[config.mk]
export PLATFORM = sky130hd
export DESIGN_NAME = pc_fetch_stage
export DESIGN_NICKNAME = d
export VERILOG_FILES = /design/src/rtl/mips_pkg.sv /design/src/rtl/fetch_skid_buf.sv /design/src/rtl/pc_fetch_stage.sv
export SDC_FILE = /design/constraint.sdc
export NUM_CORES = 1
export LEC_CHECK = 0
export CAP_MARGIN = 20
export CORE_UTILIZATION = 50
export CTS_CLUSTER_DIAMETER = 80
export DETAILED_ROUTE_END_ITERATION = 10
export GPL_TIMING_DRIVEN = 0
export HOLD_SLACK_MARGIN = 0.03
export PLACE_DENSITY = 0.77
export SKIP_LAST_GASP = 1
export SLEW_MARGIN = 25
export SYNTH_ARGS = -nofsm -noshare
export SYNTH_HDL_FRONTEND = slang
export SYNTH_SLANG_ARGS = --single-unit
[constraint.sdc]
create_clock -name clk -period 4.1 [get_ports clk]
set_clock_uncertainty 0.15 [all_clocks]
set_input_delay 0.41 -clock clk [delete_from_list [all_inputs] [get_ports clk]]
set_output_delay 0.41 -clock clk [all_outputs]
set_load 0.005 [all_outputs]
[src/rtl/mips_pkg.sv]
// mips_pkg -- shared definitions for the instruction fetch path.
//   WORD_W        : datapath / address width
//   PC_STEP       : byte distance between consecutive instructions
//   PC_ALIGN_MASK : clears the byte-offset bits of an instruction address
//   fetch_pl_t    : payload handed to decode {pc, pc_plus4, instr}
//   align_pc()    : forces an address onto an instruction boundary
package mips_pkg;

    localparam int WORD_W = 32;
    localparam logic [WORD_W-1:0] PC_STEP       = 32'd4;
    localparam logic [WORD_W-1:0] PC_ALIGN_MASK = ~(PC_STEP - 32'd1);

    typedef struct packed {
        logic [WORD_W-1:0] pc;
        logic [WORD_W-1:0] pc_plus4;
        logic [WORD_W-1:0] instr;
    } fetch_pl_t;

    function automatic logic [WORD_W-1:0] align_pc(input logic [WORD_W-1:0] a);
        return a & PC_ALIGN_MASK;
    endfunction

endpackage

[src/rtl/fetch_skid_buf.sv]
// fetch_skid_buf -- output register O plus one-entry skid register S.
//   clk, rst      : clock, synchronous active-high reset (clears valids and data)
//   flush_i       : drop both entries (valid only; data left as is)
//   in_valid_i    : a response is arriving this edge
//   in_ready_o    : skid slot empty, upstream may issue another fetch
//   in_data_i     : arriving payload
//   out_valid_o   : O holds a payload
//   out_ready_i   : downstream accepts O this edge
//   out_data_o    : payload held in O (stable while stalled)
// Upstream only issues while S is empty and O is not stalled, so at most one
// response can land while O is stalled and S never overflows.
module fetch_skid_buf
    import mips_pkg::*;
(
    input  logic      clk,
    input  logic      rst,
    input  logic      flush_i,
    input  logic      in_valid_i,
    output logic      in_ready_o,
    input  fetch_pl_t in_data_i,
    output logic      out_valid_o,
    input  logic      out_ready_i,
    output fetch_pl_t out_data_o
);

    logic      o_valid_q, o_valid_d;
    logic      s_valid_q, s_valid_d;
    fetch_pl_t o_data_q,  o_data_d;
    fetch_pl_t s_data_q,  s_data_d;
    logic      o_free;

    // O can take new data if it is empty or being consumed on this edge.
    assign o_free = !o_valid_q || out_ready_i;

    always_comb begin
        o_valid_d = o_valid_q;
        o_data_d  = o_data_q;
        s_valid_d = s_valid_q;
        s_data_d  = s_data_q;
        if (o_free) begin
            if (s_valid_q) begin
                // Older skid entry goes first; a concurrent arrival refills S.
                o_valid_d = 1'b1;
                o_data_d  = s_data_q;
                s_valid_d = in_valid_i;
                if (in_valid_i) s_data_d = in_data_i;
            end else if (in_valid_i) begin
                o_valid_d = 1'b1;
                o_data_d  = in_data_i;
            end else begin
                o_valid_d = 1'b0;
            end
        end else if (in_valid_i) begin
            s_valid_d = 1'b1;
            s_data_d  = in_data_i;
        end
        if (flush_i) begin
            o_valid_d = 1'b0;
            s_valid_d = 1'b0;
        end
    end

    always_ff @(posedge clk) begin
        if (rst) begin
            o_valid_q <= 1'b0;
            s_valid_q <= 1'b0;
            o_data_q  <= '0;
            s_data_q  <= '0;
        end else begin
            o_valid_q <= o_valid_d;
            s_valid_q <= s_valid_d;
            o_data_q  <= o_data_d;
            s_data_q  <= s_data_d;
        end
    end

    assign in_ready_o  = !s_valid_q;
    assign out_valid_o = o_valid_q;
    assign out_data_o  = o_data_q;

endmodule

[src/rtl/pc_fetch_stage.sv]
// pc_fetch_stage -- program counter and instruction fetch front end.
//   clk            : clock, rising edge
//   rst            : synchronous active-high reset
//   redirect_valid : branch/jump redirect (flushes everything in flight)
//   redirect_pc    : redirect target (byte offset bits are dropped)
//   imem_addr      : instruction memory address (= pc)
//   imem_rdata     : synchronous-read data for last cycle's imem_addr
//   out_valid      : instruction available to decode
//   out_ready      : decode accepts this cycle
//   out_pc / out_pc_plus4 / out_instr : presented instruction
//   misalign_err   : sticky misaligned-redirect flag (MISALIGN_TRAP_EN only)
// Build option: define MISALIGN_TRAP_EN to add misalign_err.
module pc_fetch_stage
    import mips_pkg::*;
#(
    parameter logic [WORD_W-1:0] RESET_PC = 32'h0000_0000
) (
    input  logic              clk,
    input  logic              rst,
    input  logic              redirect_valid,
    input  logic [WORD_W-1:0] redirect_pc,
    output logic [WORD_W-1:0] imem_addr,
    input  logic [WORD_W-1:0] imem_rdata,
    output logic              out_valid,
    input  logic              out_ready,
    output logic [WORD_W-1:0] out_pc,
    output logic [WORD_W-1:0] out_pc_plus4,
    output logic [WORD_W-1:0] out_instr
`ifdef MISALIGN_TRAP_EN
    ,
    output logic              misalign_err
`endif
);

    logic [WORD_W-1:0] pc_q, pc_d;
    logic              inflight_q, inflight_d;
    logic [WORD_W-1:0] inflight_pc_q, inflight_pc_d;
    logic              skid_in_ready;
    logic              issue;
    fetch_pl_t         resp;
    fetch_pl_t         out_data;

    // Never issue into a full skid slot or while the output is stalled:
    // that guarantees room for the one response already in flight.
    assign issue = skid_in_ready && !(out_valid && !out_ready);

    always_comb begin
        pc_d          = pc_q;
        inflight_d    = 1'b0;
        inflight_pc_d = inflight_pc_q;
        if (redirect_valid) begin
            pc_d = align_pc(redirect_pc);
        end else if (issue) begin
            pc_d          = pc_q + PC_STEP;
            inflight_d    = 1'b1;
            inflight_pc_d = pc_q;
        end
    end

    always_ff @(posedge clk) begin
        if (rst) begin
            pc_q          <= RESET_PC;
            inflight_q    <= 1'b0;
            inflight_pc_q <= '0;
        end else begin
            pc_q          <= pc_d;
            inflight_q    <= inflight_d;
            inflight_pc_q <= inflight_pc_d;
        end
    end

    assign resp.pc       = inflight_pc_q;
    assign resp.pc_plus4 = inflight_pc_q + PC_STEP;
    assign resp.instr    = imem_rdata;

    fetch_skid_buf u_skid (
        .clk         (clk),
        .rst         (rst),
        .flush_i     (redirect_valid),
        .in_valid_i  (inflight_q),
        .in_ready_o  (skid_in_ready),
        .in_data_i   (resp),
        .out_valid_o (out_valid),
        .out_ready_i (out_ready),
        .out_data_o  (out_data)
    );

    assign imem_addr    = pc_q;
    assign out_pc       = out_data.pc;
    assign out_pc_plus4 = out_data.pc_plus4;
    assign out_instr    = out_data.instr;

`ifdef MISALIGN_TRAP_EN
    logic misalign_q, misalign_d;

    always_comb begin
        misalign_d = misalign_q;
        if (redirect_valid && (redirect_pc[1:0] != 2'b00)) misalign_d = 1'b1;
    end

    always_ff @(posedge clk) begin
        if (rst) misalign_q <= 1'b0;
        else     misalign_q <= misalign_d;
    end

    assign misalign_err = misalign_q;
`endif

endmodule

After elaboration in Yosys (flattened, before gate mapping)
Index checks and enable logic that the tools add are counted.
{"block": "word_totals", "ff_bits": 259, "input_bits": 68, "word_cells": 42}
{"block": "classes", "add_sub_neg": 2, "eq_ne": 1, "muxes": 13, "bitwise": 1, "n_reduce_logical": 13}
{"cell": "$mux W96", "count": 5}
{"cell": "$add A32 B3 Y32 const B", "count": 2}
{"cell": "$mux W32", "count": 2}
{"cell": "$mux W1", "count": 6}
{"cell": "$reduce_bool A2 Y1", "count": 3}
{"cell": "$logic_not A1 Y1", "count": 4}
{"cell": "$reduce_and A2 Y1", "count": 2}
{"cell": "$logic_and A1 B1 Y1", "count": 2}
{"cell": "$ne A2 B1 Y1 const B", "count": 1}
{"cell": "$reduce_or A2 Y1", "count": 1}
{"cell": "$logic_or A1 B1 Y1", "count": 1}
{"cell": "$not A1 Y1", "count": 1}

Depth between registers and ports, before layout
Gate-level depths: netlist of the first run.
{"block": "logic_depth", "ltp_word": 6, "depth_mapped": 9}

By module
A second synthesis of the first run with hierarchy kept.
{"block": "unflattened", "cells_unflattened": 1336, "hier_area_um2": 12811.0}
{"mod": "fetch_skid_buf", "instances": 1, "cells_each": 867, "area_per_inst_um2": 9155.0, "seq_area_each_um2": 3883.7}
{"mod": "pc_fetch_stage", "instances": 1, "cells_each": 469, "area_per_inst_um2": 3656.0, "seq_area_each_um2": 1221.2}

Least setup slack after synthesis of the first run
No wires, ideal clock.
{"block": "synth_timing", "kind": "input to register", "startpoint": "input out_ready", "endpoint": "register u_skid.s_data_q[51] (netlist bit)", "setup_ns": 0.141, "arrival_time_ns": 1.855, "t_required_ns": 3.809, "setup_slack_ns": 1.953, "cell_stages": 8, "n_path_buf": 4, "cell_sequence": "nor2b_1 -> buf_2 -> nor2_1 -> nor2b_1 -> clkbuf_1 -> clkbuf_1 -> clkbuf_1 -> a211oi_1"}
{"block": "synth_via", "elab_chain_len": 2}
{"element": "from (decl)", "line": "pc_fetch_stage.sv:25", "text": "input logic out_ready,"}
{"element": "$logic_or A1 B1 Y1 (*)", "line": "fetch_skid_buf.sv:33", "text": "assign o_free = !o_valid_q || out_ready_i;"}
{"element": "$ne A2 B1 Y1 (no line) / $mux W96 (equally long branches)"}
{"element": "to (signal assigned)", "line": "fetch_skid_buf.sv:73", "text": "s_data_q <= s_data_d;"}
{"element": "to (decl)", "line": "fetch_skid_buf.sv:29", "text": "fetch_pl_t s_data_q, s_data_d;"}
Mark *: on every way between the ends. The rest lies on a longest branch, timed or not.
A chain may end at the register's enable or synchronous reset.

Final worst setup path of the first run
{"block": "layout_timing", "startpoint": "register u_skid.o_valid_q (netlist: u_skid.out_valid_o)", "endpoint": "register u_skid.s_data_q[58] (netlist bit)"}
{"block": "layout_via", "elab_chain_len": 3}
{"element": "from (decl)", "line": "fetch_skid_buf.sv:26", "text": "logic o_valid_q, o_valid_d;"}
{"element": "from (signal assigned)", "line": "fetch_skid_buf.sv:70", "text": "o_valid_q <= o_valid_d;"}
{"element": "$logic_not A1 Y1 (*)", "line": "fetch_skid_buf.sv:33"}
{"element": "$logic_or A1 B1 Y1 (*)", "line": "fetch_skid_buf.sv:33"}
{"element": "$ne A2 B1 Y1 (no line) / $mux W96 (equally long branches)"}
Marks and branches as above.

==> results.ini, run 1 <==
[run_status]
status = finished, final reports clean

[floorplanning]
io_pins = 197
die_h_um = 148
start_util_pct = 51.8
core-area_um2 = 20500
die_area_um2 = 21800
fp.dieW_um = 148
rows = 52

[logic_synthesis]
synth_adder_area_share_pct = 0.236
synthMuxAreaShare_pct = 5.94
synth_top_family_by_area = simple AND/OR/NAND/NOR gates
synth_edf_count = 0
avgSynthCellArea_um2 = 8.40
synth-main-ff-cell = dfxtp_1
netlist_area_um2 = 10600
syn_inst = 1263
ys_ff_latch = 247
ys_warn_count = 0
yosys.area_share.simple_pct = 20.9
synth_xor_area_share_pct = 3.96
yosys-top-cells-area = dfxtp_1 (47%), nand2_1 (8.1%), a211oi_1 (7.6%)
post_synth_num_cell_types = 54
synth-compound-area-share_pct = 17.5
async_flop_share_pct = 0
yosysTopAreaCell = dfxtp_1
yosysSeqAreaShare_pct = 46.6
synth_top_area_share_pct = 46.6

[final_layout]
stdcell_area_um2 = 13700
fin_nets = 1553
areaGrowthSynthToFinish_pct = 28.8
fin_cells = 1769
antennaDiodeCount = 0
postLayoutCoreUtil_pct = 66.7
drive_gt1_share_pct = 4.74

[setup_path]
crit_type = register to register
critPathLaunchType = register
endpoint_kind = register
cp.arrival_ns = 3.12
cp_max_fo = 10
cp_data_required_time_ns = 4.32

[placement]
hpwlAfterDp_um = 22800
dp_cells = 1725
placed_area_um2 = 12800
numPortBuffers = 187
gp_congestion = 0.956
dpl_worst_slack_ns = 0.789

[routing]
postRouteWirelength_um = 31700
wl_per_cell_um = 17.9
drtPass1Iterations = 7
ant_nets = 0
vias_per_cell = 5.68
vias = 10000
drcViolationCount = 0
drt_iter0_drc = 750

[sta]
fin_crit_sh_pct = 70.7
hold_violations = 0
slew_violations = 0
rsz0062_at_grt = false
fmax_mhz = 345
relSlewSlack_pct = 36.9
finalSetupViolCount = 0
period_minus_slack_ns = 2.90
tns_ns = 0
tightest_slew_ns = 0.945
fin_ws_ns = 1.20

[power_and_ir_drop]
powerDensity_nw_per_um2 = 394
leakagePower_nw = 4.46
ir_drop_v = 0.000289

[clocking]
cts_tree = yes
clkSinkCount = 247
cts_resized = 0
post_cts_buffers = 0
clockBufferDepth = 3
cts-root-buf = clkbuf_16
path_clk_slew_ns = 0.06
clock_latency_ns = 0.52
cts_made_buffers = 26
htreeDepth = 1
postCtsHoldBufs = 0

[global_routing]
grt_pass1_wl_um = 50000
antenna_found_initial = 0
grt_start_max_net_pins = 13
grtUsageTotal_pct = 28.8
grt_overflow_total = 0
grt_pass1_vias = 9603

[worst_hold_path]
min_path_type = register to register

[flow_run]
cap_violations = 0

## worst max-delay path: stages, from the launching register on
cell and delay (ns):
dfxtp_1 0.34, nor2b_1 0.13, buf_2 0.24, nor2_1 0.16, nor2b_1 0.15, clkbuf_1 0.45, clkbuf_1 0.48, clkbuf_1 0.49
a211oi_1 0.15
## cells by family after synthesis
group	after synthesis
other cells	1
fa+ha+maj	2
mux	63
buf+inv	127
compound gates	282
xor+xnor	48
simple gates	493
flops	247
## final cells by class
class	instances	area, um^2
Buffer	120	488
Clock inverter	2	10.0
Timing Repair Buffer	187	1870
Multi-Input combinational cell	894	5170
Sequential cell	247	4940
Fill cell	1738	6830
Clock buffer	42	812
Inverter	7	26.3
Tap cell	270	338
## where the power goes
| part | internal [W] | switching [W] | total [W] |
|---|---|---|---|
| sequential | 0.00249 | 0.0000833 | 0.00257 |
| combinational | 0.000272 | 0.000276 | 0.000548 |
| clock | 0.00134 | 0.000921 | 0.00226 |
| total | 0.00410 | 0.00128 | 0.00538 |
## sequential cells by signal, summed over array words and instances (netlist names)
| register | flops |
|---|---|
| imem_addr | 30 |
| inflight_pc_q | 30 |
| inflight_q | 1 |
| u_skid.out_data_o | 92 |
| u_skid.out_valid_o | 1 |
| u_skid.s_data_q | 92 |
| u_skid.s_valid_q | 1 |
## placed cells by master, fill, tap and decap left out, types with 6 or more instances in the layout
master,count
nor4_1,6
inv_1,6
clkbuf_8,8
conb_1,6
xnor2_1,18
buf_4,7
mux2i_1,63
nand2_1,228
nand4_1,28
nor2_1,134
buf_1,10
a211oi_1,107
o21ai_0,11
nand3_1,28
xor2_1,30
dfxtp_1,247
clkbuf_1,101
o22ai_1,9
clkbuf_16,27
or3_1,6
a21oi_1,112
clkdlybuf4s50_1,187
nor3_1,17
buf_2,9
and3_1,14
o211a_1,7
## layer usage
metal	track usage [%]	wire [um]	vias to the layer above	share of wire, %
met4	11.0	995	0	3.1
met5	0	0	-	0
li1	-	-	4837	-
met3	4.20	2380	74	7.5
met2	47.5	14700	425	46
met1	38.2	13600	4705	43
## Yosys cell counts (5+ instances only)
| library cell | number |
|---|---|
| buf_2 | 9 |
| nand3_1 | 28 |
| nand4_1 | 28 |
| a32o_1 | 5 |
| a21oi_1 | 112 |
| xnor2_1 | 18 |
| and3_1 | 14 |
| o21ai_0 | 11 |
| buf_1 | 10 |
| o211a_1 | 7 |
| nand2_1 | 228 |
| buf_4 | 7 |
| or3_1 | 6 |
| nor3_1 | 17 |
| inv_1 | 6 |
| o22ai_1 | 9 |
| a211oi_1 | 107 |
| clkbuf_1 | 94 |
| nor2_1 | 135 |
| xor2_1 | 30 |
| mux2i_1 | 63 |
| dfxtp_1 | 247 |
| nor4_1 | 6 |
## stage by stage
step	hold WS (ns)	power (W)
2_1_floorplan	0.286	0.00285
3_3_place_gp	0.291	0.00316
3_5_place_dp	0.295	0.00316
4_1_cts	0.301	0.00540
5_1_grt	0.318	0.00555
6_report	0.302	0.00538
## path summary, 6_finish.rpt
check             slack (ns)  depth (start not counted)                    end             startpoint
setup / recovery        1.20                          8    u_skid.s_data_q[58]     u_skid.out_valid_o
setup reg to reg        1.20                          8    u_skid.s_data_q[58]     u_skid.out_valid_o
hold / removal          0.30                          2  u_skid.out_data_o[37]  u_skid.out_data_o[37]
hold reg to reg         0.30                          2  u_skid.out_data_o[37]  u_skid.out_data_o[37]
No activity file was read; power rests on OpenSTA's default activity.
==> run 2: changes to the inputs <==
==> constraint.sdc (replaced) <==
create_clock -name clk -period 2.7 [get_ports clk]
set_clock_uncertainty 0.15 [all_clocks]
set_input_delay 0.27 -clock clk [delete_from_list [all_inputs] [get_ports clk]]
set_output_delay 0.27 -clock clk [all_outputs]
set_load 0.005 [all_outputs]
==> run 2 against run 1 <==
Net effect:
- critical path depth down 2
- worst setup slack worse by 1.2 ns
- utilization is 0.15 points higher
- routed wire length is essentially flat
- clock-buffer cell count is the same
- via count is 0.27% higher
- combinational power increased by 52%
- power grew 52%
- first-iteration DRC count up 2.7%
- largest cell class unchanged
==> results.ini, run 2 (same netlist as run 1, synthesis figures left out) <==
[run_status]
status = finished, final reports clean

[sta]
fmax_mhz = 377  ; +9.4%
hold_violations = 0  ; unchanged
tns_ns = 0  ; unchanged
period_minus_slack_ns = 2.65  ; -0.248 ns
tightest_slew_ns = 0.882  ; -0.0626 ns
slew_violations = 0  ; unchanged
rsz0062_at_grt = true
relSlewSlack_pct = 41.2  ; +4.3 points
fin_crit_sh_pct = 98.1  ; +27 points
finalSetupViolCount = 0  ; unchanged

[setup_path]
cp.arrival_ns = 2.86  ; -0.26 ns
critPathLaunchType = register
r2r-end = u_skid.out_data_o[79]
critPathBufInv = 3  ; -1
slowest_stage = nor2_2
path_delay_family = buffers and inverters
endpoint_kind = register
crit_chain = nor2b_1 > buf_2 > nor2_2 > clkbuf_2 > buf_1 > a211oi_1
cp_max_fo = 10  ; unchanged
r2r_slack_ns = 0.05  ; -1.15 ns
max_stage_delay_ns = 0.57  ; +0.08 ns
worstReg2RegStart = u_skid.out_valid_o
critical_path.startpoint = u_skid.out_valid_o
cp_data_required_time_ns = 2.91  ; -1.41 ns
crit_type = register to register
r2r_cells = 6  ; -2

[clocking]
cts_tree = yes
htreeDepth = 1  ; unchanged
clkSinkCount = 247  ; unchanged
postCtsHoldBufs = 0  ; unchanged
clock_latency_ns = 0.52  ; about the same
path_clk_slew_ns = 0.06  ; about the same
cts_made_buffers = 26  ; unchanged
cts-root-buf = clkbuf_16
clockBufferDepth = 3  ; unchanged
cts_resized = 3  ; +3
post_cts_buffers = 0  ; unchanged

[floorplanning]
rows = 52  ; unchanged
fp.dieW_um = 148  ; unchanged
core-area_um2 = 20500  ; unchanged
die_h_um = 148  ; unchanged
io_pins = 197  ; unchanged
start_util_pct = 51.8  ; unchanged
die_area_um2 = 21800  ; unchanged

[global_routing]
grt_overflow_total = 0  ; unchanged
grtUsageTotal_pct = 28.8  ; about the same
grt_pass1_vias = 9604  ; +0.010%
grt_start_max_net_pins = 13  ; unchanged
antenna_found_initial = 0  ; unchanged
grt_pass1_wl_um = 50000  ; unchanged

[routing]
postRouteWirelength_um = 31700  ; about the same
vias_per_cell = 5.69  ; +0.33%
ant_nets = 0  ; unchanged
drtPass1Iterations = 6  ; -1
drcViolationCount = 0  ; unchanged
drt_iter0_drc = 770  ; +2.7%
wl_per_cell_um = 17.9  ; +0.10%
vias = 10100  ; +0.27%

[final_layout]
areaGrowthSynthToFinish_pct = 29.1
fin_nets = 1552  ; -0.064%
drive_gt1_share_pct = 5.14  ; +0.40 points
postLayoutCoreUtil_pct = 66.8  ; +0.15 points
layout_common_cells = dfxtp_1 (247), nand2_1 (228), clkdlybuf4s50_1 (187)
antennaDiodeCount = 0  ; unchanged
final_common_cell = dfxtp_1

[worst_hold_path]
min_path_type = input port to register
hold_end = u_skid.s_data_q[15]
min_from = imem_rdata[15]
hold_depth = 3  ; +1

[placement]
gp_congestion = 0.956  ; unchanged
numPortBuffers = 187  ; unchanged
hpwlAfterDp_um = 22800  ; unchanged

[power_and_ir_drop]
powerDensity_nw_per_um2 = 597  ; +52%
ir_drop_v = 0.000438  ; +52%
leakagePower_nw = 4.50  ; +0.83%

[flow_run]
cap_violations = 0  ; unchanged

-- run 2: how the worst max path moves through the flow --
stage                             to  slack (ns)  depth (start not counted)
5_1_grt        u_skid.out_data_o[80]       -0.02                          6
4_1_cts        u_skid.out_data_o[88]       0.002                          6
3_3_place_gp   u_skid.out_data_o[79]       -0.70                          7
2_1_floorplan  u_skid.out_data_o[57]        0.57                          7
6_report       u_skid.out_data_o[79]        0.05                          6
3_5_place_dp     u_skid.s_data_q[58]       -0.47                          9
-- run 2: metrics by stage --
step                      instance area (um^2)  std cells  setup slack [ns]  hold slack [ns]  total power, W
after floorplan                          10600       1268             0.566            0.256         0.00433
after global placement                   12800       1725            -0.701            0.291         0.00479
after detailed placement                 12800       1725            -0.471            0.295         0.00480
after CTS                                13700       1769           0.00242            0.161         0.00820
after global routing                     13700       1768           -0.0244            0.190         0.00843
final                                    13700       1768            0.0504            0.171         0.00817
-- run 2: worst min-delay path: cells and delay by family --
family                 cells  cell delay [ns]
buffers and inverters      1             0.41
and+or+nand+nor            1             0.06
AOI/OAI and AO/OA          1             0.05
-- run 2: final cells by class --
class                           count  area (um^2)
Buffer                            119          492
Inverter                            7         26.3
Multi-Input combinational cell    894         5200
Clock buffer                       42          812
Clock inverter                      2         10.0
Timing Repair Buffer              187         1870
Tap cell                          270          338
Fill cell                        1728         6800
Sequential cell                   247         4940
-- run 2: metal layers --
metal | vias up | track usage (%) | share of wire, %
met5 | - | 0 | 0
met4 | 0 | 11.0 | 3.3
met3 | 82 | 4.20 | 7.4
met2 | 396 | 47.4 | 46
met1 | 4747 | 38.2 | 43
li1 | 4843 | - | -
-- run 2: report_power, final --
part	total (W)	internal, W	switching [W]
Sequential	0.00391	0.00378	0.000129
Combinational	0.000833	0.000414	0.000419
Clock	0.00343	0.00203	0.00140
Total	0.00817	0.00623	0.00194
